$ cat config.mk
export PLATFORM = sky130hd
export DESIGN_NAME = gray_stream_decoder
export DESIGN_NICKNAME = d
export VERILOG_FILES = /design/src/rtl/gray_stream_decoder.sv
export SDC_FILE = /design/constraint.sdc
export NUM_CORES = 1
export LEC_CHECK = 0
export ABC_AREA = 0
export CAP_MARGIN = 20
export CELL_PAD_IN_SITES_DETAIL_PLACEMENT = 1
export CELL_PAD_IN_SITES_GLOBAL_PLACEMENT = 1
export CORE_ASPECT_RATIO = 0.9
export CORE_MARGIN = 2
export CORE_UTILIZATION = 36
export DETAILED_ROUTE_END_ITERATION = 8
export PLACE_DENSITY = 0.86
export SKIP_LAST_GASP = 1
export SYNTH_ARGS = -nofsm -noshare
export SYNTH_HDL_FRONTEND = slang
export SYNTH_SLANG_ARGS = --single-unit
$ cat constraint.sdc
create_clock -name clk -period 6.75 [get_ports clk]
set_clock_uncertainty 0.1 [all_clocks]
set_input_delay 0.675 -clock clk [delete_from_list [all_inputs] [get_ports clk]]
set_output_delay 0.675 -clock clk [all_outputs]
set_load 0.01 [all_outputs]
$ cat src/rtl/gray_stream_decoder.sv
// gray_stream_decoder
//   Accepts a stream of Gray-coded samples, decodes each one to binary and
//   classifies the step from the previously accepted sample as up (+1),
//   down (-1) or error (anything else, including a repeat). The result is
//   held in a single output register. A saturating 8-bit counter tallies
//   step errors.
//
// Handshake: a transfer happens on a rising edge where valid=1 and ready=1.
//   The producer holds its data stable while valid=1 and ready=0. in_ready
//   depends only on the output register state and out_ready, never on
//   in_valid.
//
// Ports
//   clk        rising-edge clock
//   rst        synchronous active-high reset
//   g_in       Gray-coded sample
//   in_valid   g_in is valid
//   in_ready   block can take a sample this cycle
//   b_out      decoded binary value
//   dir_up     step was +1 mod 2^WIDTH
//   dir_dn     step was -1 mod 2^WIDTH
//   step_err   step was neither +1 nor -1
//   out_valid  b_out and the flags are valid
//   out_ready  downstream accepts the output
//   err_count  saturating count of step errors
//   clr_err    synchronous clear of err_count
//   dbg_state  tracker state (0 = EMPTY, 1 = TRACK)
module gray_stream_decoder #(
  parameter int WIDTH = 4
) (
  input  logic             clk,
  input  logic             rst,
  input  logic [WIDTH-1:0] g_in,
  input  logic             in_valid,
  output logic             in_ready,
  output logic [WIDTH-1:0] b_out,
  output logic             dir_up,
  output logic             dir_dn,
  output logic             step_err,
  output logic             out_valid,
  input  logic             out_ready,
  output logic [7:0]       err_count,
  input  logic             clr_err,
  output logic             dbg_state
);

  typedef enum logic {
    EMPTY = 1'b0,
    TRACK = 1'b1
  } state_t;

  localparam logic [WIDTH-1:0] STEP_UP = {{(WIDTH-1){1'b0}}, 1'b1};
  localparam logic [WIDTH-1:0] STEP_DN = {WIDTH{1'b1}};

  state_t           state_q, state_d;
  logic [WIDTH-1:0] prev_b_q, prev_b_d;
  logic [WIDTH-1:0] b_out_q, b_out_d;
  logic             dir_up_q, dir_up_d;
  logic             dir_dn_q, dir_dn_d;
  logic             step_err_q, step_err_d;
  logic             out_valid_q, out_valid_d;
  logic [7:0]       err_count_q, err_count_d;

  logic             accept;
  logic [WIDTH-1:0] b_new;
  logic [WIDTH-1:0] diff;
  logic             up_c, dn_c, err_c;

  // Ready whenever the output slot is empty or being drained this cycle.
  assign in_ready = !out_valid_q || out_ready;
  assign accept   = in_valid && in_ready;

  // Gray to binary: each bit is the XOR of all Gray bits at or above it.
  always_comb begin
    b_new = '0;
    b_new[WIDTH-1] = g_in[WIDTH-1];
    for (int i = WIDTH - 2; i >= 0; i--) begin
      b_new[i] = b_new[i+1] ^ g_in[i];
    end
  end

  // Step classification; modular subtraction makes the wrap cases fall out
  // naturally (max -> 0 is +1, 0 -> max is -1).
  always_comb begin
    diff  = b_new - prev_b_q;
    up_c  = 1'b0;
    dn_c  = 1'b0;
    err_c = 1'b0;
    if (state_q == TRACK) begin
      if (diff == STEP_UP) begin
        up_c = 1'b1;
      end else if (diff == STEP_DN) begin
        dn_c = 1'b1;
      end else begin
        err_c = 1'b1;
      end
    end
  end

  // Tracker FSM and output register next-state.
  always_comb begin
    state_d     = state_q;
    prev_b_d    = prev_b_q;
    b_out_d     = b_out_q;
    dir_up_d    = dir_up_q;
    dir_dn_d    = dir_dn_q;
    step_err_d  = step_err_q;
    out_valid_d = out_valid_q;
    err_count_d = err_count_q;

    if (accept) begin
      state_d     = TRACK;
      prev_b_d    = b_new;
      b_out_d     = b_new;
      dir_up_d    = up_c;
      dir_dn_d    = dn_c;
      step_err_d  = err_c;
      out_valid_d = 1'b1;
    end else if (out_ready) begin
      out_valid_d = 1'b0;
    end

    // A clear coincident with an error leaves the new error counted.
    if (accept && err_c) begin
      if (clr_err) begin
        err_count_d = 8'd1;
      end else if (err_count_q != 8'hff) begin
        err_count_d = err_count_q + 8'd1;
      end
    end else if (clr_err) begin
      err_count_d = 8'd0;
    end
  end

  always_ff @(posedge clk) begin
    if (rst) begin
      state_q     <= EMPTY;
      prev_b_q    <= '0;
      b_out_q     <= '0;
      dir_up_q    <= 1'b0;
      dir_dn_q    <= 1'b0;
      step_err_q  <= 1'b0;
      out_valid_q <= 1'b0;
      err_count_q <= 8'd0;
    end else begin
      state_q     <= state_d;
      prev_b_q    <= prev_b_d;
      b_out_q     <= b_out_d;
      dir_up_q    <= dir_up_d;
      dir_dn_q    <= dir_dn_d;
      step_err_q  <= step_err_d;
      out_valid_q <= out_valid_d;
      err_count_q <= err_count_d;
    end
  end

  assign b_out     = b_out_q;
  assign dir_up    = dir_up_q;
  assign dir_dn    = dir_dn_q;
  assign step_err  = step_err_q;
  assign out_valid = out_valid_q;
  assign err_count = err_count_q;
  assign dbg_state = state_q;

endmodule

==> qor.txt, run 1 <==
cell-by-cell trace of the critical path -> clkdlybuf4s50_1 -> xor2_1 -> xnor2_1 -> inv_1 -> xnor2_1 -> ha_1 -> fa_1 -> xor2_1 -> or3_1 -> nor4b_4 -> o21ai_1 -> o2bb2ai_1
warnings from Yosys -> 0
TritonCTS clock tree -> yes
wire length reported by the detailed router -> 2.48 mm
share of the clock period used by the worst path -> 55.2%
via count of the first global-routing pass -> 944
Fmax -> 268 MHz
Final Max Slew Viols -> 0
number of failing setup endpoints in the final timing report -> 0
sum of buffers and inverters on the critical path -> 2
DRC violations left -> 0
count of flip-flops with a built-in enable after synthesis -> 0
total track usage -> 18.3%
1st-pass router iterations -> 4
result of the run -> finished clean
Async S/R FF share, synth -> 0%
area occupied by multi-input gates -> 581 sq um
Syn Area/Cell -> 8.80 sq um
signed area change from the synthesized netlist to the final layout -> 32.4%
share of post-route cells with drive strength above 1 -> 4.44%
library cell occupying the most area in the post-synthesis netlist -> sky130_fd_sc_hd__dfxtp_1
critical path's top delay family -> XOR/XNOR gates
path category of the worst min-delay check -> register to register
shortest clock period the worst path allows after layout -> 3730 ps
clock network latency to the later pin of the worst-skew pair -> 300 ps
Max stage delay cell, worst path -> sky130_fd_sc_hd__clkdlybuf4s50_1
CTS-repair resized insts -> 0
total standard cell area after synthesis -> 951 sq um
clock sink count -> 17
power per cell area -> 179 nW/um^2
Detailed Place HPWL -> 1.93 mm
Synth top area share -> 35.8%
final-layout fill cell count -> 306
Core Box Area -> 2490 sq um
hold violation count in the final report -> 0
width of the die -> 58.2 um
main combinational cell family by area after synthesis -> simple AND/OR/NAND/NOR gates
simple logic cell fraction of the synthesized area -> 25.5%
overall overflow remaining after global route -> 0
adder and majority cell fraction of the synthesized area -> 7.37%
leakage component of the power -> 0.531 nW
share of the synthesized area in compound gates (AO/OA/AOI/OAI) -> 17.2%
leading register cell type out of synthesis -> sky130_fd_sc_hd__dfxtp_1
sequential share of the synthesized area -> 35.8%
CP Class -> primary input to register
cell at the root of the clock tree -> sky130_fd_sc_hd__clkbuf_4
maximum fanout encountered on the critical timing path -> 10
total inserted antenna cells -> 0
share of synthesized area spent on multiplexers -> 6.32%
post-CTS setup repair buffer count -> 0
per-cell routed wire length -> 15.2 um
maximum count of clock buffers along a single path -> 2
headroom to the max-slew limit -> 61.2%
cells taking the most area after synthesis -> sky130_fd_sc_hd__dfxtp_1, sky130_fd_sc_hd__mux2i_1, sky130_fd_sc_hd__ha_1
Ports -> 27
Final #Nets -> 150
Final ANT Viol Nets -> 0
Num CTS Buffers -> 3
crit-path max cell delay -> 530 ps
total number of vias -> 900
endpoint arrival time on the critical path -> 3790 ps
final-layout worst hold slack -> 361 ps
Max Cap Violations -> 0
flops & latches, synth -> 17
distinct cell type count of the synthesized netlist -> 38
syn nets -> 122
xor and xnor fraction of the mapped netlist area -> 4.61%
total power of the final layout -> 0.226 mW
post-CTS clock slew at the launch and capture registers of the worst setup and hold paths -> 100 ps
maximum level of the CTS H-tree -> 1
initial core utilization -> 38.2%
vias per cell -> 5.52
pin count of the biggest net entering global routing -> 18
footprint of the flip-flops and latches -> 340 sq um
final weighted congestion in routability-driven placement -> 0.764
First DRT Iteration DRCs -> 18
initial antenna violation count -> 0
FP Rows -> 17
Max IR drop VDD -> 0.101 mV
gate count of the mapped netlist -> 108
unrepaired setup endpoints after global routing -> false
area of the die -> 3070 sq um
first-pass GRT wire length -> 4.32 mm
total of buffers placed on input and output ports -> 26
die height -> 52.8 um
number of hold buffers added after cts -> 0
required time at the worst-slack endpoint -> 6820 ps
Post-Route Setup TNS -> 0 ps
launching element type of the critical path -> primary input
slew at the pin closest to its max-slew limit -> 580 ps
CP Capture Type -> register
==> registers in the layout, summed over array words and instances (netlist names) <==
register and cells:
err_count 8, b_out 4, dbg_state 1, dir_dn 1, dir_up 1, out_valid 1, step_err 1
==> metrics by stage <==
step           setup WS, ps  cells  cell area, sq um  utilization (%)
6_report               3020    163              1260             50.6
5_1_grt                2840    163              1260             50.6
4_1_cts                3030    163              1260             50.6
3_5_place_dp           2740    159              1230             49.5
3_3_place_gp           2910    159              1230             49.5
2_1_floorplan          3610    108               951                -
==> layer usage <==
layer / track usage, % / vias to the layer above / routed length (um)
li1: - / 445 / -
met1: 22.0 / 431 / 1100
met2: 34.5 / 21 / 1270
met3: 2.22 / 3 / 88
met4: 4.65 / 0 / 23
met5: 0 / - / 0
==> logic make-up (layout without fill, tap and decap cells) <==
logic type               after synthesis  in the layout
XOR/XNOR                               5              5
multiplexers                           6              6
AO/OA/AOI/OAI                         24             24
AND/OR/NAND/NOR                       44             44
buffers and inverters                  7             34
adder cells (fa/ha/maj)                5              5
flip-flops                            17             17
==> path summary, 6_finish.rpt <==
path | end | cells past startpoint | start | slack (ps)
min | dir_dn$_SDFFE_PP0P_ | 2 | dir_dn$_SDFFE_PP0P_ | 360
min reg2reg | dir_dn$_SDFFE_PP0P_ | 2 | dir_dn$_SDFFE_PP0P_ | 360
max reg2reg | err_count[0]$_SDFFE_PP0P_ | 7 | b_out[0]$_SDFFE_PP0P_ | 4370
max | err_count[0]$_SDFFE_PP0P_ | 12 | g_in[3] | 3020
==> power breakdown <==
| part | internal (mW) | total (mW) | switching (mW) | leakage (nW) |
|---|---|---|---|---|
| logic | 0.0298 | 0.0616 | 0.0318 | 0.374 |
| registers | 0.105 | 0.108 | 0.00369 | 0.139 |
| clock network | 0.0221 | 0.0561 | 0.0340 | 0.0177 |
==> layout make-up <==
type	count	area share [%]
multi-input cells	84	46.1
flip-flops and latches	17	27.0
repair buffers	26	20.7
well taps	28	2.78
clock buffers	3	1.79
inverters	4	1.19
clock inverters	1	0.398
==> synth_stat cells (2+ instances only) <==
cell type,n
sky130_fd_sc_hd__a211oi_1,3
sky130_fd_sc_hd__xor2_1,3
sky130_fd_sc_hd__o21ai_0,2
sky130_fd_sc_hd__dfxtp_1,17
sky130_fd_sc_hd__ha_1,4
sky130_fd_sc_hd__clkbuf_1,2
sky130_fd_sc_hd__inv_1,4
sky130_fd_sc_hd__a21oi_1,6
sky130_fd_sc_hd__xnor2_1,2
sky130_fd_sc_hd__nand2_1,13
sky130_fd_sc_hd__nor2_1,8
sky130_fd_sc_hd__nand3b_1,2
sky130_fd_sc_hd__mux2i_1,6
sky130_fd_sc_hd__o211ai_1,2
sky130_fd_sc_hd__or3_1,7
sky130_fd_sc_hd__and3_1,3
sky130_fd_sc_hd__nand3_1,3
==> cells in the final DEF, fill, tap and decap left out, types with 3 or more instances in the layout <==
cell                              instances
sky130_fd_sc_hd__clkdlybuf4s50_1         26
sky130_fd_sc_hd__dfxtp_1                 17
sky130_fd_sc_hd__nand2_1                 13
sky130_fd_sc_hd__nor2_1                   8
sky130_fd_sc_hd__or3_1                    7
sky130_fd_sc_hd__a21oi_1                  6
sky130_fd_sc_hd__mux2i_1                  6
sky130_fd_sc_hd__inv_1                    4
sky130_fd_sc_hd__ha_1                     4
sky130_fd_sc_hd__xor2_1                   3
sky130_fd_sc_hd__and3_1                   3
sky130_fd_sc_hd__nand3_1                  3
sky130_fd_sc_hd__a211oi_1                 3
sky130_fd_sc_hd__clkbuf_4                 3
==> worst min-delay path, cell delays in order (launching register included) <==
cell and delay [ps]:
sky130_fd_sc_hd__dfxtp_1 320, sky130_fd_sc_hd__nand2_1 50, sky130_fd_sc_hd__a21oi_1 50
(Power assumes the default switching activity.)
==> run 2: changes to the inputs <==
- CORE_UTILIZATION: 36 -> 31
- PLACE_DENSITY: 0.86 -> 0.8
- clock period: 6.75 -> 3 ns (I/O delays scaled with it)
==> run 2 against run 1 <==
  * Register-to-register slack worse by 3700 ps
  * Sequential cell count is the same
  * Worst setup slack worse by 2900 ps
  * Cell count rose by 15%
  * Combinational power increased to 2.8 times the previous value
  * Utilization decreased by 4.3 points
  * Critical path type unchanged
  * Critical endpoint is now err_count[7]$_SDFFE_PP0P_
==> qor.txt, run 2 (synthesized netlist as in run 1, its figures left out) <==
grt met3 use -> 4.21% (was 2.22%)
most used cells in the layout excluding fill and tap cells -> sky130_fd_sc_hd__clkdlybuf4s50_1, sky130_fd_sc_hd__dfxtp_1, sky130_fd_sc_hd__nand2_1, sky130_fd_sc_hd__buf_4, sky130_fd_sc_hd__nor2_1 (was sky130_fd_sc_hd__clkdlybuf4s50_1, sky130_fd_sc_hd__dfxtp_1, sky130_fd_sc_hd__nand2_1, sky130_fd_sc_hd__nor2_1, sky130_fd_sc_hd__or3_1)
final design utilization -> 46.2% (was 50.6%)
DRC violations left -> 0 (unchanged)
Max IR drop VDD -> 0.171 mV (was 0.101 mV)
wire length reported by the detailed router -> 2.67 mm (was 2.48 mm)
final-layout fill cell count -> 363 (was 306)
first-pass GRT wire length -> 4.71 mm (was 4.32 mm)
cell-by-cell trace of the critical path -> clkdlybuf4s50_1 -> xnor2_2 -> inv_2 -> xnor2_2 -> ha_1 -> fa_1 -> xor2_1 -> or3_1 -> nor4b_4 -> buf_4 -> o211ai_1 -> mux2i_1 (was clkdlybuf4s50_1 -> xor2_1 -> xnor2_1 -> inv_1 -> xnor2_1 -> ha_1 -> fa_1 -> xor2_1 -> or3_1 -> nor4b_4 -> o21ai_1 -> o2bb2ai_1)
crit-path max cell delay -> 450 ps (was 530 ps)
Max Cap Violations -> 0 (unchanged)
Num CTS Buffers -> 3 (unchanged)
path category of the worst min-delay check -> register to register (unchanged)
Core Box Area -> 3000 sq um (was 2490 sq um)
die height -> 56.5 um (was 52.8 um)
shortest clock period the worst path allows after layout -> 2900 ps
power per cell area -> 390 nW/um^2 (was 179 nW/um^2)
number of cells on the critical path -> 12 (unchanged)
number of hold buffers added after cts -> 0 (unchanged)
reg2reg end -> err_count[7]$_SDFFE_PP0P_ (was err_count[0]$_SDFFE_PP0P_)
via count of the first global-routing pass -> 1,024 (was 944)
total power of the final layout -> 0.541 mW (was 0.226 mW)
critical register-to-register path startpoint -> b_out[0]$_SDFFE_PP0P_ (unchanged)
share of post-route cells with drive strength above 1 -> 15.1% (was 4.44%)
number of failing setup endpoints in the final timing report -> 0 (unchanged)
width of the die -> 62.4 um (was 58.2 um)
sum of buffers and inverters on the critical path -> 3 (was 2)
clock sink count -> 17 (unchanged)
clock network latency to the later pin of the worst-skew pair -> 290 ps (was 300 ps)
Ports -> 27 (unchanged)
final weighted congestion in routability-driven placement -> 0.799 (was 0.764)
Fmax -> 345 MHz
maximum level of the CTS H-tree -> 1 (unchanged)
result of the run -> finished clean (unchanged)
final-layout worst hold slack -> 359 ps (was 361 ps)
total track usage -> 16.6% (was 18.3%)
Reg2Reg Setup Slack -> 630 ps (was 4370 ps)
Max stage delay cell, worst path -> sky130_fd_sc_hd__clkdlybuf4s50_1 (unchanged)
flip-flop count of the largest register, all copies and words added -> 8 (unchanged)
Detailed Place HPWL -> 1.98 mm (was 1.93 mm)
peak-usage layer in the global routing report -> met2 (unchanged)
signed area change from the synthesized netlist to the final layout -> 45.7% (was 32.4%)
leakage component of the power -> 0.599 nW (was 0.531 nW)
maximum count of clock buffers along a single path -> 2 (unchanged)
required time at the worst-slack endpoint -> 3130 ps (was 6820 ps)
most frequent standard cell in the layout excluding fill and tap cells -> sky130_fd_sc_hd__clkdlybuf4s50_1 (unchanged)
slew at the pin closest to its max-slew limit -> 624 ps (was 580 ps)
FP Rows -> 19 (was 17)
cell at the root of the clock tree -> sky130_fd_sc_hd__clkbuf_4 (unchanged)
post-CTS clock slew at the launch and capture registers of the worst setup and hold paths -> 110 ps (was 100 ps)
total number of vias -> 943 (was 900)
total of buffers placed on input and output ports -> 26 (unchanged)
maximum fanout encountered on the critical timing path -> 7 (was 10)
met2 Use GR -> 29.7% (was 34.5%)
1st-pass router iterations -> 4 (unchanged)
Final ANT Viol Nets -> 0 (unchanged)
Final #Nets -> 161 (was 150)
hold violation count in the final report -> 0 (unchanged)
met1 global-route usage -> 19.9% (was 22.0%)
TritonCTS clock tree -> yes (unchanged)
CP Class -> primary input to register (unchanged)
Worst setup startpoint -> g_in[1] (was g_in[3])
endpoint arrival time on the critical path -> 3030 ps (was 3790 ps)
CP Capture Type -> register (unchanged)
Worst Reg2Reg Path Length in Cells -> 8 (was 7)
critical path's top delay family -> buffers and inverters (was XOR/XNOR gates)
destination of the critical timing path -> err_count[7]$_SDFFE_PP0P_ (was err_count[0]$_SDFFE_PP0P_)
initial antenna violation count -> 0 (unchanged)
pin count of the biggest net entering global routing -> 18 (unchanged)
vias per cell -> 5.02 (was 5.52)
cell repeated most along the worst path -> sky130_fd_sc_hd__xnor2_2
per-cell routed wire length -> 14.2 um (was 15.2 um)
area of the die -> 3530 sq um (was 3070 sq um)
headroom to the max-slew limit -> 58.3% (was 61.2%)
total inserted antenna cells -> 0 (unchanged)
initial core utilization -> 31.7% (was 38.2%)
overall overflow remaining after global route -> 0 (unchanged)
share of the clock period used by the worst path -> 96.6%
Final Max Slew Viols -> 0 (unchanged)
launching element type of the critical path -> primary input (unchanged)
First DRT Iteration DRCs -> 23 (was 18)
-- run 2: layout make-up --
type / count / area, sq um / area share (%)
multi-input cells: 84 / 609 / 44.0
flip-flops and latches: 17 / 340 / 24.6
repair buffers: 37 / 340 / 24.6
well taps: 42 / 52.6 / 3.79
clock buffers: 3 / 22.5 / 1.63
inverters: 4 / 15.0 / 1.08
clock inverters: 1 / 5.00 / 0.361
-- run 2: worst min-delay path by stage --
stage	start	cells past startpoint	slack, ps	end
after floorplan	in_valid	2	330	out_valid$_SDFFE_PP0P_
after global placement	dir_dn$_SDFFE_PP0P_	2	350	dir_dn$_SDFFE_PP0P_
after detailed placement	dir_dn$_SDFFE_PP0P_	2	350	dir_dn$_SDFFE_PP0P_
after CTS	dir_dn$_SDFFE_PP0P_	2	360	dir_dn$_SDFFE_PP0P_
after global routing	dir_dn$_SDFFE_PP0P_	2	380	dir_dn$_SDFFE_PP0P_
final	dir_dn$_SDFFE_PP0P_	2	360	dir_dn$_SDFFE_PP0P_
-- run 2: routing by layer --
layer / vias up / wire length, um
li1: 463 / -
met1: 459 / 1130
met2: 19 / 1400
met3: 2 / 132
met4: 0 / 4
met5: - / 0
-- run 2: stage by stage --
stage	setup TNS [ps]	setup WS (ps)	std cells	instance area (sq um)
2_1_floorplan	0	232	108	951
3_3_place_gp	-2370	-295	178	1290
3_5_place_dp	-3990	-474	178	1290
4_1_cts	0	39.1	187	1370
5_1_grt	-38.5	-19.5	188	1390
6_report	0	101	188	1390
-- run 2: tightest hold or removal path, cell delays in order, from the launching register on --
cell and delay [ps]:
sky130_fd_sc_hd__dfxtp_1 320, sky130_fd_sc_hd__nand2_1 50, sky130_fd_sc_hd__a21oi_1 50
-- run 2: timing repair --
item / 4_1_cts / 5_1_grt
buffers inserted: 5 / 1
resized for setup: 7 / 2
hold endpoints to repair: 0 / 0
pin swaps: 4 / 4
setup endpoints to repair: 8 / 9
-- run 2: power breakdown --
group          total (mW)  switching [mW]  internal, mW
clock network       0.124          0.0743        0.0495
logic               0.173          0.0822        0.0906
registers           0.244         0.00882         0.235
